--- src/rtl/pixel_buf_pkg.sv ---
// Shared definitions for the pixel buffer write path.
//   - FSM state encodings for pixel_writer (3-bit, two codes unused)
//   - SRAM controller strobe/direction polarities
//   - JPEG marker bytes and the pad byte used for odd-length frames
package pixel_buf_pkg;

    typedef enum logic [2:0] {
        ST_LO    = 3'd0,
        ST_HI    = 3'd1,
        ST_START = 3'd2,
        ST_WAIT  = 3'd3,
        ST_DONE  = 3'd4,
        ST_FULL  = 3'd5
    } wr_state_t;

    localparam logic SRAM_RW_READ      = 1'b1;
    localparam logic SRAM_RW_WRITE     = 1'b0;
    localparam logic SRAM_START_ACTIVE = 1'b0;

    localparam logic [7:0] JPEG_MARK = 8'hFF;
    localparam logic [7:0] JPEG_EOI  = 8'hD9;
    localparam logic [7:0] PAD_BYTE  = 8'h00;

    // True when the byte completes an FF D9 end-of-image marker.
    function automatic logic is_eoi(input logic prev_ff, input logic [7:0] b);
        return prev_ff && (b == JPEG_EOI);
    endfunction

endpackage

--- src/rtl/jpeg_eoi_detect.sv ---
// Tracks whether the previous accepted byte was 0xFF and flags an accepted
// 0xD9 that follows it (JPEG end-of-image marker).
// Ports:
//   clk, reset  - clock, synchronous active-high reset
//   clear       - frame restart, forgets the previous byte
//   byte_in     - byte being accepted
//   strobe      - byte_in is accepted this cycle
//   eoi         - combinational: this accepted byte completes FF D9
module jpeg_eoi_detect
    import pixel_buf_pkg::*;
(
    input  logic       clk,
    input  logic       reset,
    input  logic       clear,
    input  logic [7:0] byte_in,
    input  logic       strobe,
    output logic       eoi
);

    logic prev_ff;

    always_ff @(posedge clk) begin
        if (reset || clear) begin
            prev_ff <= 1'b0;
        end else if (strobe) begin
            prev_ff <= (byte_in == JPEG_MARK);
        end
    end

    assign eoi = strobe && is_eoi(prev_ff, byte_in);

endmodule

--- src/rtl/pixel_writer.sv ---
// Packs a JPEG byte stream into 16-bit words (first byte low, second high)
// and writes them sequentially to SRAM through the shared controller.
// Raises frame_done once the word holding the FF D9 marker is committed.
// Ports:
//   clk, reset              - clock, synchronous active-high reset
//   frame_clear             - pulse: end/abandon frame, rearm at START_ADDR
//   byte_in, byte_valid     - incoming byte and its valid
//   byte_ready              - byte accepted when byte_valid && byte_ready
//   sram_ready              - controller has completed the write
//   sram_addr, sram_wdata   - word address and data of the write
//   sram_rw                 - always write (0)
//   sram_start              - active-low one-cycle start strobe
//   frame_done              - EOI committed, held until clear/reset
//   overflow                - sticky, a byte arrived after the buffer filled
//   byte_count              - only with PIXEL_WRITER_BYTE_COUNT_EN defined:
//                             bytes committed this frame (pad excluded)
//
// state | meaning
// LO    | waiting for the low byte of a word
// HI    | waiting for the high byte of a word
// START | sram_start asserted for one cycle
// WAIT  | write in flight, waiting for sram_ready
// DONE  | EOI committed, input ignored
// FULL  | MAX_ADDR written, input accepted and discarded
module pixel_writer
    import pixel_buf_pkg::*;
#(
    parameter int                ADDR_W     = 16,
    parameter logic [ADDR_W-1:0] START_ADDR = '0,
    parameter logic [ADDR_W-1:0] MAX_ADDR   = {ADDR_W{1'b1}}
) (
    input  logic              clk,
    input  logic              reset,
    input  logic              frame_clear,
    input  logic [7:0]        byte_in,
    input  logic              byte_valid,
    output logic              byte_ready,
    input  logic              sram_ready,
    output logic [ADDR_W-1:0] sram_addr,
    output logic [15:0]       sram_wdata,
    output logic              sram_rw,
    output logic              sram_start,
    output logic              frame_done,
    output logic              overflow
`ifdef PIXEL_WRITER_BYTE_COUNT_EN
    ,
    output logic [ADDR_W:0]   byte_count
`endif
);

    wr_state_t         state_q, state_d;
    logic [ADDR_W-1:0] ptr_q;
    logic              eoi_pend_q;
    logic              clr_pend_q;
    logic              pad_q;
    logic              take;
    logic              eoi;
    logic              do_clear;
    logic              word_done;
    logic              bad_state;

    // A byte is stored only in LO/HI; a simultaneous frame_clear drops it.
    assign take = byte_valid && !frame_clear &&
                  ((state_q == ST_LO) || (state_q == ST_HI));

    jpeg_eoi_detect u_eoi (
        .clk     (clk),
        .reset   (reset),
        .clear   (do_clear || bad_state),
        .byte_in (byte_in),
        .strobe  (take),
        .eoi     (eoi)
    );

    assign sram_rw = SRAM_RW_WRITE;

    always_ff @(posedge clk) begin
        if (reset) begin
            state_q <= ST_LO;
        end else begin
            state_q <= state_d;
        end
    end

    always_comb begin
        state_d    = state_q;
        byte_ready = 1'b0;
        sram_start = ~SRAM_START_ACTIVE;
        frame_done = 1'b0;
        do_clear   = 1'b0;
        word_done  = 1'b0;
        bad_state  = 1'b0;
        case (state_q)
            ST_LO: begin
                byte_ready = 1'b1;
                if (frame_clear) begin
                    do_clear = 1'b1;
                end else if (byte_valid) begin
                    // EOI as a low byte closes the word with a pad byte.
                    state_d = eoi ? ST_START : ST_HI;
                end
            end
            ST_HI: begin
                byte_ready = 1'b1;
                if (frame_clear) begin
                    do_clear = 1'b1;
                    state_d  = ST_LO;
                end else if (byte_valid) begin
                    state_d = ST_START;
                end
            end
            ST_START: begin
                sram_start = SRAM_START_ACTIVE;
                state_d    = ST_WAIT;
            end
            ST_WAIT: begin
                if (sram_ready) begin
                    word_done = 1'b1;
                    // A clear seen during the write only lands once it completes.
                    if (clr_pend_q || frame_clear) begin
                        do_clear = 1'b1;
                        state_d  = ST_LO;
                    end else if (eoi_pend_q) begin
                        state_d = ST_DONE;
                    end else if (ptr_q == MAX_ADDR) begin
                        state_d = ST_FULL;
                    end else begin
                        state_d = ST_LO;
                    end
                end
            end
            ST_DONE: begin
                frame_done = 1'b1;
                if (frame_clear) begin
                    do_clear = 1'b1;
                    state_d  = ST_LO;
                end
            end
            ST_FULL: begin
                byte_ready = 1'b1;
                if (frame_clear) begin
                    do_clear = 1'b1;
                    state_d  = ST_LO;
                end
            end
            default: begin
                bad_state = 1'b1;
                state_d   = ST_LO;
            end
        endcase
    end

`ifdef PIXEL_WRITER_BYTE_COUNT_EN
    localparam logic [ADDR_W:0] CNT_ONE = (ADDR_W+1)'(1);
    localparam logic [ADDR_W:0] CNT_TWO = (ADDR_W+1)'(2);
    logic [ADDR_W:0] byte_cnt_q;
    assign byte_count = byte_cnt_q;
`endif

    always_ff @(posedge clk) begin
        if (reset || bad_state) begin
            ptr_q      <= START_ADDR;
            sram_addr  <= START_ADDR;
            sram_wdata <= '0;
            overflow   <= 1'b0;
            eoi_pend_q <= 1'b0;
            clr_pend_q <= 1'b0;
            pad_q      <= 1'b0;
`ifdef PIXEL_WRITER_BYTE_COUNT_EN
            byte_cnt_q <= '0;
`endif
        end else if (do_clear) begin
            ptr_q      <= START_ADDR;
            overflow   <= 1'b0;
            eoi_pend_q <= 1'b0;
            clr_pend_q <= 1'b0;
            pad_q      <= 1'b0;
`ifdef PIXEL_WRITER_BYTE_COUNT_EN
            byte_cnt_q <= '0;
`endif
        end else begin
            case (state_q)
                ST_LO: begin
                    if (take) begin
                        sram_wdata[7:0] <= byte_in;
                        pad_q           <= eoi;
                        if (eoi) begin
                            sram_wdata[15:8] <= PAD_BYTE;
                            eoi_pend_q       <= 1'b1;
                            sram_addr        <= ptr_q;
                        end
                    end
                end
                ST_HI: begin
                    if (take) begin
                        sram_wdata[15:8] <= byte_in;
                        sram_addr        <= ptr_q;
                        if (eoi) begin
                            eoi_pend_q <= 1'b1;
                        end
                    end
                end
                ST_START, ST_WAIT: begin
                    if (frame_clear) begin
                        clr_pend_q <= 1'b1;
                    end
                    if (word_done) begin
                        ptr_q <= ptr_q + ADDR_W'(1);
`ifdef PIXEL_WRITER_BYTE_COUNT_EN
                        byte_cnt_q <= byte_cnt_q + (pad_q ? CNT_ONE : CNT_TWO);
`endif
                    end
                end
                ST_FULL: begin
                    if (byte_valid) begin
                        overflow <= 1'b1;
                    end
                end
                default: begin
                end
            endcase
        end
    end

endmodule

--- config.mk ---
export PLATFORM = sky130hd
export DESIGN_NAME = pixel_writer
export DESIGN_NICKNAME = d
export VERILOG_FILES = /design/src/rtl/pixel_buf_pkg.sv /design/src/rtl/jpeg_eoi_detect.sv /design/src/rtl/pixel_writer.sv
export SDC_FILE = /design/constraint.sdc
export NUM_CORES = 1
export LEC_CHECK = 0
export ABC_AREA = 0
export CAP_MARGIN = 20
export CORE_AREA = 2 2 77 79
export CTS_CLUSTER_SIZE = 8
export DETAILED_ROUTE_END_ITERATION = 8
export DIE_AREA = 0 0 79 81
export PLACE_DENSITY = 0.72
export SYNTH_ARGS = -nofsm -noshare
export SYNTH_HDL_FRONTEND = slang
export SYNTH_HIERARCHICAL = 1
export SYNTH_SLANG_ARGS = --single-unit
--- constraint.sdc ---
create_clock -name clk -period 2.5 [get_ports clk]
set_input_delay 0.25 -clock clk [delete_from_list [all_inputs] [get_ports clk]]
set_output_delay 0.25 -clock clk [all_outputs]
set_load 0.01 [all_outputs]
==> results.json <==
{
  "design.die.area_mm2": 0.00640,
  "drt_pass1_iterations": 4,
  "cts_tree": "done",
  "syn-instance-count": 250,
  "synth-seq-cells": 55,
  "net-switching-power_uw": 404,
  "cts_sinks": 55,
  "status": "finished clean",
  "cp-end-kind": "flip-flop",
  "drv_cap": 0,
  "synth-seq-area-share": 0.459,
  "p_clk_frac": 0.325,
  "initial_core_util": 0.423,
  "p_seq_frac": 0.568,
  "min_path_type": "reg -> reg",
  "cts_hold_buf": 0,
  "synth-edff-count": 0,
  "syn_avg_cell_area_um2": 9.60,
  "grt_util_all_layers": 0.169,
  "cp-start-kind": "primary input",
  "powerDensity_mw_per_mm2": 510,
  "place_congestion": 0.860,
  "clock_latency_ps": 320,
  "fin_total_pwr_uw": 1580,
  "grt_pass1_vias": 1826,
  "grt-ovfl-total": 0,
  "syn_nets": 264,
  "hold_viol_final": 0,
  "synth.top_cell.area_share": 0.459,
  "dp_slack_ps": -94.6,
  "synth.largest_area_cell": "dfxtp_1",
  "ir_worst_vdd_v": 0.000352,
  "grt_max_degree": 25,
  "rows": 28,
  "drive_gt1_frac": 0.0951,
  "cts_max_path_buffers": 2,
  "area_growth_pct": 29.1,
  "fmax_ghz": 0.443,
  "antennaDiodeCount": 0,
  "core_mm2": 0.00568,
  "antenna_found_initial": 0,
  "cts.repair.resized": 0,
  "mostFrequentLayoutCells": "55 x dfxtp_1, 48 x clkdlybuf4s50_1, 41 x nor2_1",
  "switching_share": 0.256,
  "total_leakage_power_uw": 0.00105,
  "yosysWarnings": 6,
  "required_ps": 2710,
  "drt-total-wl_mm": 5.15,
  "skew_ps": 10.7,
  "netlist_area_mm2": 0.00240,
  "dieWidth_um": 79,
  "whs_path_depth": 2,
  "htree_levels": 2,
  "dp_hpwl_mm": 3.70,
  "synth-async-reset-ratio": 0,
  "detail-route-antenna-nets": 0,
  "io_buffers": 48,
  "slew_headroom": 0.525,
  "clk_pin_slew_ps": 100,
  "rsz0062_at_grt": "false",
  "drc": 0,
  "cts_setup_buffers": 0,
  "vias": 1983,
  "vias_per_cell": 5.22,
  "worst_slew_pin_slew_ps": 713,
  "setup_viol": 0,
  "fin_ws_ps": 245,
  "p_int_uw": 1180,
  "critical_path_class": "in -> reg",
  "die_h_um": 81,
  "ys_types": 54,
  "cts-root-buf": "clkbuf_8",
  "ys.flop_type": "dfxtp_1",
  "drtIter0Drc": 80,
  "finalCritPeriodShare": 0.902,
  "worstPathMaxFanout": 10,
  "comb_power_share": 0.107,
  "slew_violations": 0,
  "cp.arrival_ps": 2470,
  "grt_pass1_wl_mm": 8.57,
  "ff2ff_path_depth": 9,
  "cts_buffers": 5,
  "final_common_cell": "dfxtp_1",
  "layout.nets": 318,
  "period_minus_slack_ps": 2260,
  "detail_route.wl_per_cell_um": 13.6,
  "synthTopCellsByArea": "dfxtp_1 46%, mux2i_1 10%, nor2_1 6.4%",
  "ioPinCount": 50
}
-- critical path, stage by stage --
cell and delay, ps:
clkdlybuf4s50_1 490, or4b_1 460, inv_1 90, nand3_1 100
nor4_1 330, nor2_1 170, nor2_8 180, buf_12 150
mux2i_1 190, nor2_1 50
-- cell type report --
type                            instances  area (µm²)
Sequential cell                        55        1100
Timing Repair Buffer                   60         596
Clock buffer                            5        68.8
Fill cell                             548        2570
Tap cell                               75        93.8
Inverter                                7        26.3
Clock inverter                          3        27.5
Multi-Input combinational cell        175        1190
-- state kept, by name, summed over array words and instances, names as in the netlist --
signal and cells:
u_eoi/prev_ff 1, state_q 3, ptr_q 16, sram_addr 16, overflow 1, eoi_pend_q 1, sram_wdata 16, clr_pend_q 1
-- power by group through the flow --
stage / Combinational (µW) / Clock [µW] / Sequential [µW]
after floorplan: 93.5 / 0 / 920
after global placement: 168 / 0 / 919
after detailed placement: 169 / 0 / 919
after CTS: 170 / 537 / 899
after global routing: 183 / 563 / 901
final: 169 / 514 / 899
-- layer usage --
metal	wire, µm	part of all wire	vias to the layer above	global-route usage
met2	2460	0.48	49	0.287
li1	-	-	1000	-
met5	0	0	-	0
met4	65	0.013	0	0.0621
met3	251	0.049	6	0.0378
met1	2370	0.46	928	0.212
-- stage by stage --
step           cell area, µm²  hold WS (ps)  utilization  instances  setup TNS [ps]
5_1_grt                  3100           515        0.546        380               0
4_1_cts                  3100           495        0.546        380               0
6_report                 3100           481        0.546        380               0
3_3_place_gp             3000           461        0.529        372            -665
2_1_floorplan            2400           327            -        250               0
3_5_place_dp             3000           464        0.529        372           -1300
-- logic make-up after synthesis --
| logic type | Yosys count | share of synthesized area |
|---|---|---|
| adders and majority gates | 1 | 0.00521 |
| and+or+nand+nor | 97 | 0.228 |
| xor gates and xnor gates | 10 | 0.0365 |
| other | 1 | 0.00156 |
| AOI/OAI and AO/OA | 41 | 0.119 |
| muxes | 25 | 0.105 |
| DFF | 55 | 0.459 |
| buffers and inverters | 20 | 0.0469 |
-- cell usage after synthesis (2+ instances only) --
master / count
nand2_1: 9
buf_2: 2
nand4_1: 2
nor4_1: 6
nand4b_1: 2
xnor2_1: 9
a21o_1: 2
dfxtp_1: 55
nor3_1: 5
or4b_1: 3
and3_1: 2
or2_1: 2
nand3_1: 5
o21ai_0: 5
inv_1: 6
buf_6: 2
clkbuf_1: 7
a22o_1: 8
nor2_1: 41
o31ai_1: 2
mux2i_1: 24
a21oi_1: 14
or3_1: 4
or4_1: 3
-- worst paths after layout --
check / from / to / slack (ps)
worst min register to register: overflow / overflow / 480
worst min-delay path: overflow / overflow / 480
worst max register to register: state_q[2] / sram_addr[13] / 280
worst max-delay path: byte_valid / sram_addr[13] / 240
No activity file was read; power rests on OpenSTA's default activity.
==> RTL edit (same settings) <==
Register the output `overflow` once more; this adds one clock of latency there. The other outputs are not delayed to match.
--- a/src/rtl/pixel_writer.sv
+++ b/src/rtl/pixel_writer.sv
@@ -49,4 +49,6 @@
 );
 
+    logic overflow_s0;
+
     wr_state_t         state_q, state_d;
     logic [ADDR_W-1:0] ptr_q;
@@ -163,5 +165,5 @@
             sram_addr  <= START_ADDR;
             sram_wdata <= '0;
-            overflow   <= 1'b0;
+            overflow_s0 <= 1'b0;
             eoi_pend_q <= 1'b0;
             clr_pend_q <= 1'b0;
@@ -172,5 +174,5 @@
         end else if (do_clear) begin
             ptr_q      <= START_ADDR;
-            overflow   <= 1'b0;
+            overflow_s0 <= 1'b0;
             eoi_pend_q <= 1'b0;
             clr_pend_q <= 1'b0;
@@ -214,5 +216,5 @@
                 ST_FULL: begin
                     if (byte_valid) begin
-                        overflow <= 1'b1;
+                        overflow_s0 <= 1'b1;
                     end
                 end
@@ -223,4 +225,8 @@
     end
 
+    always_ff @(posedge clk) begin
+        overflow <= overflow_s0;
+    end
+
 endmodule
 
Check against the original RTL: no difference found for any inputs over 10 cycles, from zero or initial values and one cycle with reset high; that may be too few to reach the edited logic, so the function may still have changed.
==> RTL edit against the unedited design <==
  * Area after synthesis up 0.83%
  * Setup slack worse by 15 ps
  * Total power up 3.5%
  * Die area unchanged
  * Cell area up 0.81%
  * Clock power up 7.6%
  * Wire length up 0.12%
  * Fmax down 0.68%
  * Sequential cell count up 1
  * Synthesized cell count up 0.40%
  * Non-clock buffer count up 2
  * Count of clock-buffer cells in the layout unchanged
  * Critical endpoint is now sram_addr[2]
==> RTL edit: results (changes against the unedited design) <==
run_status: "finished, final reports clean"
gr-usage-met2_pct: 28.05  # -0.68 points
worst_hold_slack_ps: 362.3  # -119.2 ps
dr.pass1.iters: 4  # unchanged
vdd_ir_drop_max_v: 0.0004769  # +36%
routed_wl_um: 5156  # +0.12%
synth_area_leaders: "dfxtp_1 46%, mux2i_1 9.9%, nor2_1 6.4%"
grt_pass1_wl_um: 8811  # +2.8%
muxShareOfSynthArea_pct: 10.39  # -0.087 points
place_ws_ps: -89.70  # +4.929 ps
nMultiInputCombCells: 175  # unchanged
yosysSeqAreaShare_pct: 46.30  # +0.45 points
ys_ff_latch: 56  # +1.8%
switching_share_pct: 22.06  # -3.5 points
vias: 1974  # -0.45%
r2r_slack_ps: 260  # -20 ps
grt_use_total_pct: 17.05  # +0.12 points
grt_pass1_vias: 1882  # +3.1%
nets: 321  # +0.94%
seq_power_share_pct: 55.8  # -1.0 points
drive_above_1_share_pct: 9.477  # -0.031 points
synthesis.nets: 265  # +0.38%
pwr-share-comb_pct: 10.5  # -0.2 points
seq_share_pct: 35.87  # +0.36 points
critPathSlowestCell: "or4b_1"
buf_share_pct: 19.14  # -0.074 points
clock_area_share_pct: 3.163  # +0.055 points
syn_avg_cell_area_um2: 9.646  # +0.43%
crit_fanout: 4  # -6
critical_path_arrival_ps: 2460
fillerInstances: 535  # -2.4%
grt_util_met1_pct: 23.20  # +2.0 points
synthTopCellsByCount: "56 x dfxtp_1, 41 x nor2_1, 24 x mux2i_1"
max_slew_margin_pct: 49.77  # -2.7 points
worst_slack_ps: 229.6  # -15.36 ps
synth_adder_area_share_pct: 0.5168  # -0.0043 points
num-nonclk-buffers: 62  # +3.3%
synth_xor_area_share_pct: 3.618  # -0.030 points
final_core_util_pct: 55.07  # +0.44 points
use_met3_pct: 3.667  # -0.11 points
gp_congestion: 0.8348  # -3.0%
n_clock_buffer: 5  # unchanged
p_leak_uw: 0.001071  # +1.9%
insertion_delay_ps: 300  # -20 ps
dp_hpwl_um: 3778  # +2.2%
numPlacedInstances: 375  # +0.81%
synth_compound_area_share_pct: 11.78  # -0.098 points
post_dp_cell_area_mm2: 0.003027  # +0.75%
ctsResizeCount: 0  # unchanged
vias_per_cell: 5.181  # -0.72%
route.detailed.drc: 0  # unchanged
fin_skew_ps: 6.613  # -4.123 ps
drtIter0Drc: 134  # +68%
-- RTL edit: cell types whose count changed after synthesis, sizes merged --
| cell | change |
|---|---|
| dfxtp | +1 |
-- RTL edit: logic make-up (layout without fill, tap and decap cells) --
kind of cell / after synthesis / after routing
muxes: 25 / 25
AOI/OAI and AO/OA: 41 / 41
buffers and inverters: 20 / 75
DFF: 56 / 56
xor gates and xnor gates: 10 / 10
adders and majority gates: 1 / 1
other: 1 / 1
and+or+nand+nor: 97 / 97
-- RTL edit: path summary, 6_finish.rpt --
| kind | to | depth (start not counted) | from |
|---|---|---|---|
| max | sram_addr[2] | 10 | byte_valid |
| min | overflow | 0 | overflow_s0 |
| max reg2reg | sram_addr[2] | 9 | state_q[2] |
| min reg2reg | overflow | 0 | overflow_s0 |
-- RTL edit: metal layers --
layer / routed length, µm / share of wire [%]
met3: 173 / 3.4
met1: 2498 / 48
met4: 34 / 0.66
met5: 0 / 0
met2: 2450 / 48
